## src/rtl/uzorak_sakupljac_if.sv

```systemverilog
// Sample-assembler port bundle: serial feature stream in, assembled sample out.
// Latency: none (wires only).
// Backpressure: in_ready gates the feature stream, uzorak_prihvacen releases the held sample.
//
// Signals:
//   in_podatak/in_valid/in_sof/in_ready : serial 16-bit feature stream, SOF marks feature 0
//   uzorak/uzorak_valid/uzorak_prihvacen : assembled sample held until acknowledged
//   greska_okvira                        : one-cycle framing error pulse
// Modports: master = stream source / sample consumer, slave = the assembler.
interface uzorak_sakupljac_if #(
  parameter int BROJ_ZNACAJKI = 60,
  parameter int SIRINA        = 16
);
  logic [SIRINA-1:0]               in_podatak;
  logic                            in_valid;
  logic                            in_sof;
  logic                            in_ready;
  logic [BROJ_ZNACAJKI*SIRINA-1:0] uzorak;
  logic                            uzorak_valid;
  logic                            uzorak_prihvacen;
  logic                            greska_okvira;

  modport master (
    output in_podatak, in_valid, in_sof, uzorak_prihvacen,
    input  in_ready, uzorak, uzorak_valid, greska_okvira
  );

  modport slave (
    input  in_podatak, in_valid, in_sof, uzorak_prihvacen,
    output in_ready, uzorak, uzorak_valid, greska_okvira
  );
endinterface

```

## src/rtl/uzorak_sakupljac.sv

```systemverilog
// Assembles 60 serial 16-bit features into one 960-bit sample held for the neuron array.
// Latency: 1 cycle registered from the final accepted beat to uzorak/uzorak_valid.
// Backpressure: in_ready drops only when a full fill buffer waits on an unacknowledged sample.
//
// Ports: clk, rst_n (async, active low); io (slave modport) carries the feature stream,
// the assembled sample with its valid/ack pair, and the framing error pulse.
module uzorak_sakupljac #(
  parameter int BROJ_ZNACAJKI = 60,
  parameter int SIRINA        = 16
) (
  input  logic                clk,
  input  logic                rst_n,
  uzorak_sakupljac_if.slave   io
);

  localparam int                UZ_W   = BROJ_ZNACAJKI * SIRINA;
  localparam int                IDX_W  = $clog2(BROJ_ZNACAJKI);
  localparam logic [IDX_W-1:0]  ZADNJI = IDX_W'(BROJ_ZNACAJKI - 1);

  typedef enum logic {
    PUNJENJE = 1'b0,  // fill buffer accepting beats
    PUN      = 1'b1   // fill buffer complete, waiting for the output register
  } stanje_t;

  stanje_t           stanje_q, stanje_d;
  logic [IDX_W-1:0]  idx_q, idx_d;
  logic [SIRINA-1:0] buf_q [BROJ_ZNACAJKI];
  logic [SIRINA-1:0] buf_d [BROJ_ZNACAJKI];
  logic [UZ_W-1:0]   uzorak_q, uzorak_d;
  logic              uzorak_valid_q, uzorak_valid_d;
  logic              greska_q, greska_d;

  logic              prihvat;
  logic              izlaz_slobodan;
  logic              prijenos;

  // in_ready depends on state only, so a release out of PUN shows up one cycle after the ack.
  assign io.in_ready    = (stanje_q == PUNJENJE);
  assign prihvat        = io.in_valid && (stanje_q == PUNJENJE);
  // The output register counts as free in the very cycle it is being acknowledged.
  assign izlaz_slobodan = !uzorak_valid_q || io.uzorak_prihvacen;

  always_comb begin
    stanje_d       = stanje_q;
    idx_d          = idx_q;
    buf_d          = buf_q;
    uzorak_d       = uzorak_q;
    greska_d       = 1'b0;
    prijenos       = 1'b0;
    // An ack clears valid unless a transfer below re-asserts it on the same edge.
    uzorak_valid_d = uzorak_valid_q && !io.uzorak_prihvacen;

    case (stanje_q)
      PUNJENJE: begin
        if (prihvat) begin
          if (io.in_sof) begin
            // SOF always restarts the frame; it is an error only if a partial frame is dropped.
            buf_d[0] = io.in_podatak;
            idx_d    = IDX_W'(1);
            greska_d = (idx_q != '0);
          end else if (idx_q == '0) begin
            greska_d = 1'b1;  // orphan beat, dropped
          end else begin
            buf_d[idx_q] = io.in_podatak;
            if (idx_q == ZADNJI) begin
              if (izlaz_slobodan) begin
                prijenos = 1'b1;
                idx_d    = '0;
              end else begin
                stanje_d = PUN;
              end
            end else begin
              idx_d = idx_q + IDX_W'(1);
            end
          end
        end
      end
      PUN: begin
        if (izlaz_slobodan) begin
          prijenos = 1'b1;
          idx_d    = '0;
          stanje_d = PUNJENJE;
        end
      end
      default: stanje_d = PUNJENJE;
    endcase

    // Copy from buf_d so the completing beat lands in the sample on the same edge.
    if (prijenos) begin
      uzorak_valid_d = 1'b1;
      for (int k = 0; k < BROJ_ZNACAJKI; k++) begin
        uzorak_d[k*SIRINA +: SIRINA] = buf_d[k];
      end
    end
  end

  always_ff @(posedge clk or negedge rst_n) begin
    if (!rst_n) begin
      stanje_q       <= PUNJENJE;
      idx_q          <= '0;
      uzorak_q       <= '0;
      uzorak_valid_q <= 1'b0;
      greska_q       <= 1'b0;
      for (int k = 0; k < BROJ_ZNACAJKI; k++) begin
        buf_q[k] <= '0;
      end
    end else begin
      stanje_q       <= stanje_d;
      idx_q          <= idx_d;
      uzorak_q       <= uzorak_d;
      uzorak_valid_q <= uzorak_valid_d;
      greska_q       <= greska_d;
      for (int k = 0; k < BROJ_ZNACAJKI; k++) begin
        buf_q[k] <= buf_d[k];
      end
    end
  end

  assign io.uzorak        = uzorak_q;
  assign io.uzorak_valid  = uzorak_valid_q;
  assign io.greska_okvira = greska_q;

endmodule

```

## src/flat_wrapper.sv

```systemverilog
// flat-port wrapper written by rule: the top's interface ports become plain ports
module uzorak_sakupljac_flat 
#(
  parameter int BROJ_ZNACAJKI = 60,
  parameter int SIRINA        = 16
)
  (clk, rst_n, io_in_podatak, io_in_valid, io_in_sof, io_uzorak_prihvacen, io_in_ready, io_uzorak, io_uzorak_valid, io_greska_okvira);
  uzorak_sakupljac_if #(.BROJ_ZNACAJKI(BROJ_ZNACAJKI), .SIRINA(SIRINA)) io_i ();
  input  logic clk;
  input  logic rst_n;
  input wire logic [$bits(io_i.in_podatak)-1:0] io_in_podatak;
  input wire logic [$bits(io_i.in_valid)-1:0] io_in_valid;
  input wire logic [$bits(io_i.in_sof)-1:0] io_in_sof;
  input wire logic [$bits(io_i.uzorak_prihvacen)-1:0] io_uzorak_prihvacen;
  output wire logic [$bits(io_i.in_ready)-1:0] io_in_ready;
  output wire logic [$bits(io_i.uzorak)-1:0] io_uzorak;
  output wire logic [$bits(io_i.uzorak_valid)-1:0] io_uzorak_valid;
  output wire logic [$bits(io_i.greska_okvira)-1:0] io_greska_okvira;
  assign io_i.in_podatak = io_in_podatak;
  assign io_i.in_valid = io_in_valid;
  assign io_i.in_sof = io_in_sof;
  assign io_i.uzorak_prihvacen = io_uzorak_prihvacen;
  assign io_in_ready = io_i.in_ready;
  assign io_uzorak = io_i.uzorak;
  assign io_uzorak_valid = io_i.uzorak_valid;
  assign io_greska_okvira = io_i.greska_okvira;
  uzorak_sakupljac #(.BROJ_ZNACAJKI(BROJ_ZNACAJKI), .SIRINA(SIRINA)) u_core (.clk(clk), .rst_n(rst_n), .io(io_i));
endmodule
```

## config.mk

```make
export PLATFORM = sky130hd
export DESIGN_NAME = uzorak_sakupljac_flat
export DESIGN_NICKNAME = d
export VERILOG_FILES = /design/src/rtl/uzorak_sakupljac_if.sv /design/src/rtl/uzorak_sakupljac.sv /design/src/flat_wrapper.sv
export SDC_FILE = /design/constraint.sdc
export NUM_CORES = 2
export LEC_CHECK = 0
export ABC_AREA = 1
export CORE_AREA = 2 2 443 445
export DETAILED_ROUTE_END_ITERATION = 10
export DIE_AREA = 0 0 445 447
export PLACE_DENSITY = 0.66
export SLEW_MARGIN = 20
export SYNTH_ARGS = -nofsm -noshare
export SYNTH_HDL_FRONTEND = slang
export SYNTH_SLANG_ARGS = --single-unit
```

## constraint.sdc

```tcl
create_clock -name clk -period 3 [get_ports clk]
set_input_delay 0.45 -clock clk [delete_from_list [all_inputs] [get_ports clk]]
set_output_delay 0.45 -clock clk [all_outputs]
set_load 0.02 [all_outputs]
```

==> run_results.csv <==
group,metric,value,unit
placement,gp_congestion,0.881,
clock_tree,path_clk_slew,0.06,ns
global_route,grt_antenna_before_repair,24,
synth,synth-adder-area-share,0.0332,%
power,power_frac_comb,7.8,%
route,drtIter0Drc,6601,
layout,fin_nets,9578,
layout,syn_to_final_growth,27.8,%
power,p_total,56.2,mW
power,p_switching,14.3,mW
sta,slew_violations,0,
route,post_drt_wl_per_cell,24.5,um
power,ir_drop,0.000499,V
synth,postSynthAreaPerCell,8.91,um^2
sta,layout_min_cycle_time,2.77,ns
layout,fillers,18000,
placement,hpwl,208,mm
worst_setup_path,crit_fanout,11,
route,vias,62700,
clock_tree,clock-sinks,1929,
layout,utilization,49.7,%
synth,syn_inst,8472,
synth,synthSimpleGateAreaFrac,24.8,%
clock_tree,clock_tree.root_cell,"clkbuf_16",
die,start_util,38.9,%
global_route,grt_max_degree,143,
power,leakage,50.2,nW
status,outcome,"complete, no violations",
synth,yosysUniqueCellTypes,34,
worst_setup_path,endpoint_kind,"flop",
layout,drive_gt1_share,8.04,%
layout,design_area,0.0965,mm^2
power,p_per_area,583,mW/mm^2
synth,ys_ff_latch,1929,
synth,synth_compound_area_share,5.41,%
synth,yosysWarnings,0,
sta,hold_violations,0,
sta,fin_skew,0.0340,ns
power,sequentialPowerShare,48.4,%
global_route,grt_overflow,0,
die,ios,984,
clock_tree,cts_setup_buffers,0,
worst_setup_path,crit_slowest_cell,"nand3_1",
synth,synth_area,0.0755,mm^2
route,vias_per_cell,5.11,
sta,worst_pin_slew,1.05,ns
placement,placed_area,0.0900,mm^2
die,die-area,0.199,mm^2
route,drtPass1Iterations,6,
die,core.rowCount,162,
synth,yosysSeqAreaShare,64.0,%
sta,min_period_over_period,92.3,%
worst_setup_path,crit_arrival,3.53,ns
clock_tree,cts_buffers,195,
worst_setup_path,cp_data_required_time,3.76,ns
route,wirelength,300,mm
clock_tree,ctsLongestPathBuffers,3,
clock_tree,h-tree-depth,4,
global_route,grt_pass1_vias,61700,
route,antenna_left,0,
worst_setup_path,crit_chain,"inv_2 -> nand3_1 -> inv_2 -> nand3_1 -> o21ai_0 -> nand2_1 -> nand2_1",
worst_setup_path,path_delay_family,"simple AND/OR/NAND/NOR gates",
power,power.share.switching,25.4,%
hold_path,hp-class,"input port to flop",
worst_setup_path,worst_path_largest_cell_delay,0.59,ns
die,fp.dieH,447,um
clock_tree,insertion_delay,0.85,ns
global_route,grt_pass1_wl,430,mm
sta,setup_viol,0,
die,die_width,445,um
synth,synth_xor_area_share,0,%
power,p_clk_share,43.8,%
sta,hold_ws,0.0646,ns
clock_tree,cts_tree,"yes",
route,drc,0,
sta,relSlewSlack,29.6,%
synth,synthMuxAreaShare,0,%
sta,max_freq,361,MHz
synth,syn_nets,8495,
run,drv_cap,0,
sta,rsz0062_at_grt,"false",
synth,synth_top_family_by_area,"simple AND/OR/NAND/NOR gates",
worst_setup_path,criticalPathCategory,"flop to flop",
placement,io_buffers,983,
worst_setup_path,crit_path_start_kind,"flop",
die,core_area,0.194,mm^2
global_route,track_usage,29.9,%
worst_setup_path,cp_num_buf_inv,2,
power,p_int,42.0,mW
[registers in the layout, indices dropped and copies added (netlist names)]
register,count
u_core.buf_q,960
u_core.io.uzorak,960
u_core.idx_q,6
u_core.io.greska_okvira,1
u_core.io.uzorak_valid,1
u_core.stanje_q,1
[layout by cell type (no fill, tap or decap), drive strengths merged]
cell / netlist / layout
o21a: 76 / 76
clkbuf: 157 / 299
diode: 0 / 7
and2: 113 / 113
dlygate4sd3: 0 / 1
o211ai: 40 / 40
nand4: 15 / 15
o21bai: 1 / 1
o32ai: 1 / 1
nor3: 6 / 6
clkinv: 9 / 45
a21oi: 3 / 3
inv: 571 / 581
clkinvlp: 0 / 6
ha: 2 / 2
o31ai: 1 / 1
a211oi: 1 / 1
bufinv: 0 / 6
o22ai: 7 / 7
nand3: 268 / 268
nor2: 87 / 87
dfrtp: 1929 / 1929
buf: 296 / 366
or2: 1 / 1
o21ai: 623 / 623
clkdlybuf4s50: 0 / 972
nand2: 4265 / 4265
[through the flow]
stage	setup WS, ns	TNS, ns	std cells
floorplan	1.07	0	8472
global placement	-0.0385	-0.0385	11900
detailed placement	-0.0431	-0.0431	11900
CTS	0.213	0	12300
global route	0.0814	0	12300
finish	0.230	0	12300
[cells in the mapped netlist]
master	number	area, um^2
nand2_1	4257	16000
dfrtp_1	1929	48300
inv_1	551	2070
o21ai_0	521	2610
buf_2	261	1310
nand3_1	260	1300
clkbuf_1	157	589
and2_1	113	707
o21ai_1	102	510
o21a_1	76	571
nor2_1	62	233
o211ai_1	40	300
inv_2	20	75.1
nor2_2	17	106
buf_6	15	169
buf_4	14	105
nand4_1	14	87.6
clkinv_1	9	33.8
nand2_2	8	50.1
nor2_4	8	90.1
nand3_2	7	70.1
o22ai_1	7	43.8
buf_1	6	22.5
nor3_2	4	40.0
a21oi_1	3	15.0
ha_1	2	25.0
nor3_1	2	10.0
a211oi_1	1	7.51
nand3_4	1	17.5
nand4_2	1	12.5
o21bai_2	1	11.3
o31ai_1	1	7.51
o32ai_1	1	8.76
or2_2	1	6.26
[power groups by stage]
stage / Sequential (mW) / Combinational (mW) / Clock (mW)
after floorplan: 27.6 / 1.93 / 0
after global placement: 27.7 / 4.26 / 0
after detailed placement: 27.7 / 4.34 / 0
after CTS: 27.2 / 4.37 / 24.9
after global routing: 27.3 / 4.76 / 26.1
final: 27.2 / 4.36 / 24.6
[what timing repair did]
action,in CTS,in global routing
hold buffers,1,0
gates resized for setup,0,0
setup endpoints to repair,0,0
hold endpoints to repair,97,0
[worst register-to-register path, stage by stage, from the launching register on]
cell and delay (ns):
dfrtp_1 0.48, inv_2 0.16, nand3_1 0.27, inv_2 0.42, nand3_1 0.60, o21ai_0 0.59, nand2_1 0.11, nand2_1 0.08
[routing by layer]
layer / part of all wire [%] / vias up / global-route usage, % / wire, um
met5: 0.0037 / - / 0 / 11
met4: 7.9 / 2 / 20.7 / 23600
met3: 7.4 / 726 / 5.74 / 22300
met2: 45 / 2843 / 45.5 / 135000
met1: 40 / 30900 / 38.6 / 119000
li1: - / 28200 / - / -
[cell families (layout without fill, tap and decap cells)]
family                   count (synthesis)  in the layout
AO/OA/AOI/OAI                          753            753
adder cells (fa/ha/maj)                  2              2
other                                    0              7
AND/OR/NAND/NOR                       4755           4755
flip-flops                            1929           1929
buffers and inverters                 1033           2276
[path summary, 6_finish.rpt]
check	to	startpoint	slack [ns]	depth (start not counted)
setup / recovery	u_core.io.uzorak[521]$_DFFE_PN0P_	u_core.idx_q[2]$_DFFE_PN0P_	0.23	7
hold / removal	u_core.buf_q[589]$_DFF_PN0_	io_in_podatak[13]	0.06	3
setup reg to reg	u_core.io.uzorak[521]$_DFFE_PN0P_	u_core.idx_q[2]$_DFFE_PN0P_	0.23	7
hold reg to reg	u_core.buf_q[308]$_DFF_PN0_	u_core.buf_q[308]$_DFF_PN0_	0.47	2
max in group asynchronous	u_core.io.uzorak[814]$_DFFE_PN0P_	rst_n	1.52	3
min in group asynchronous	u_core.io.uzorak[145]$_DFFE_PN0P_	rst_n	0.17	2
[final cells by class]
| type | instances | area (um^2) | share of cell area (%) |
|---|---|---|---|
| tap | 2542 | 3180 | 3.30 |
| timing repair buffer | 1339 | 13500 | 14.0 |
| inverter | 580 | 2190 | 2.27 |
| clock inverter | 58 | 584 | 0.606 |
| antenna | 7 | 17.5 | 0.0182 |
| sequential | 1929 | 48300 | 50.0 |
| multi-input combinational | 5510 | 22900 | 23.7 |
| clock buffer | 299 | 5880 | 6.09 |
No activity file was read; power rests on OpenSTA's default activity.
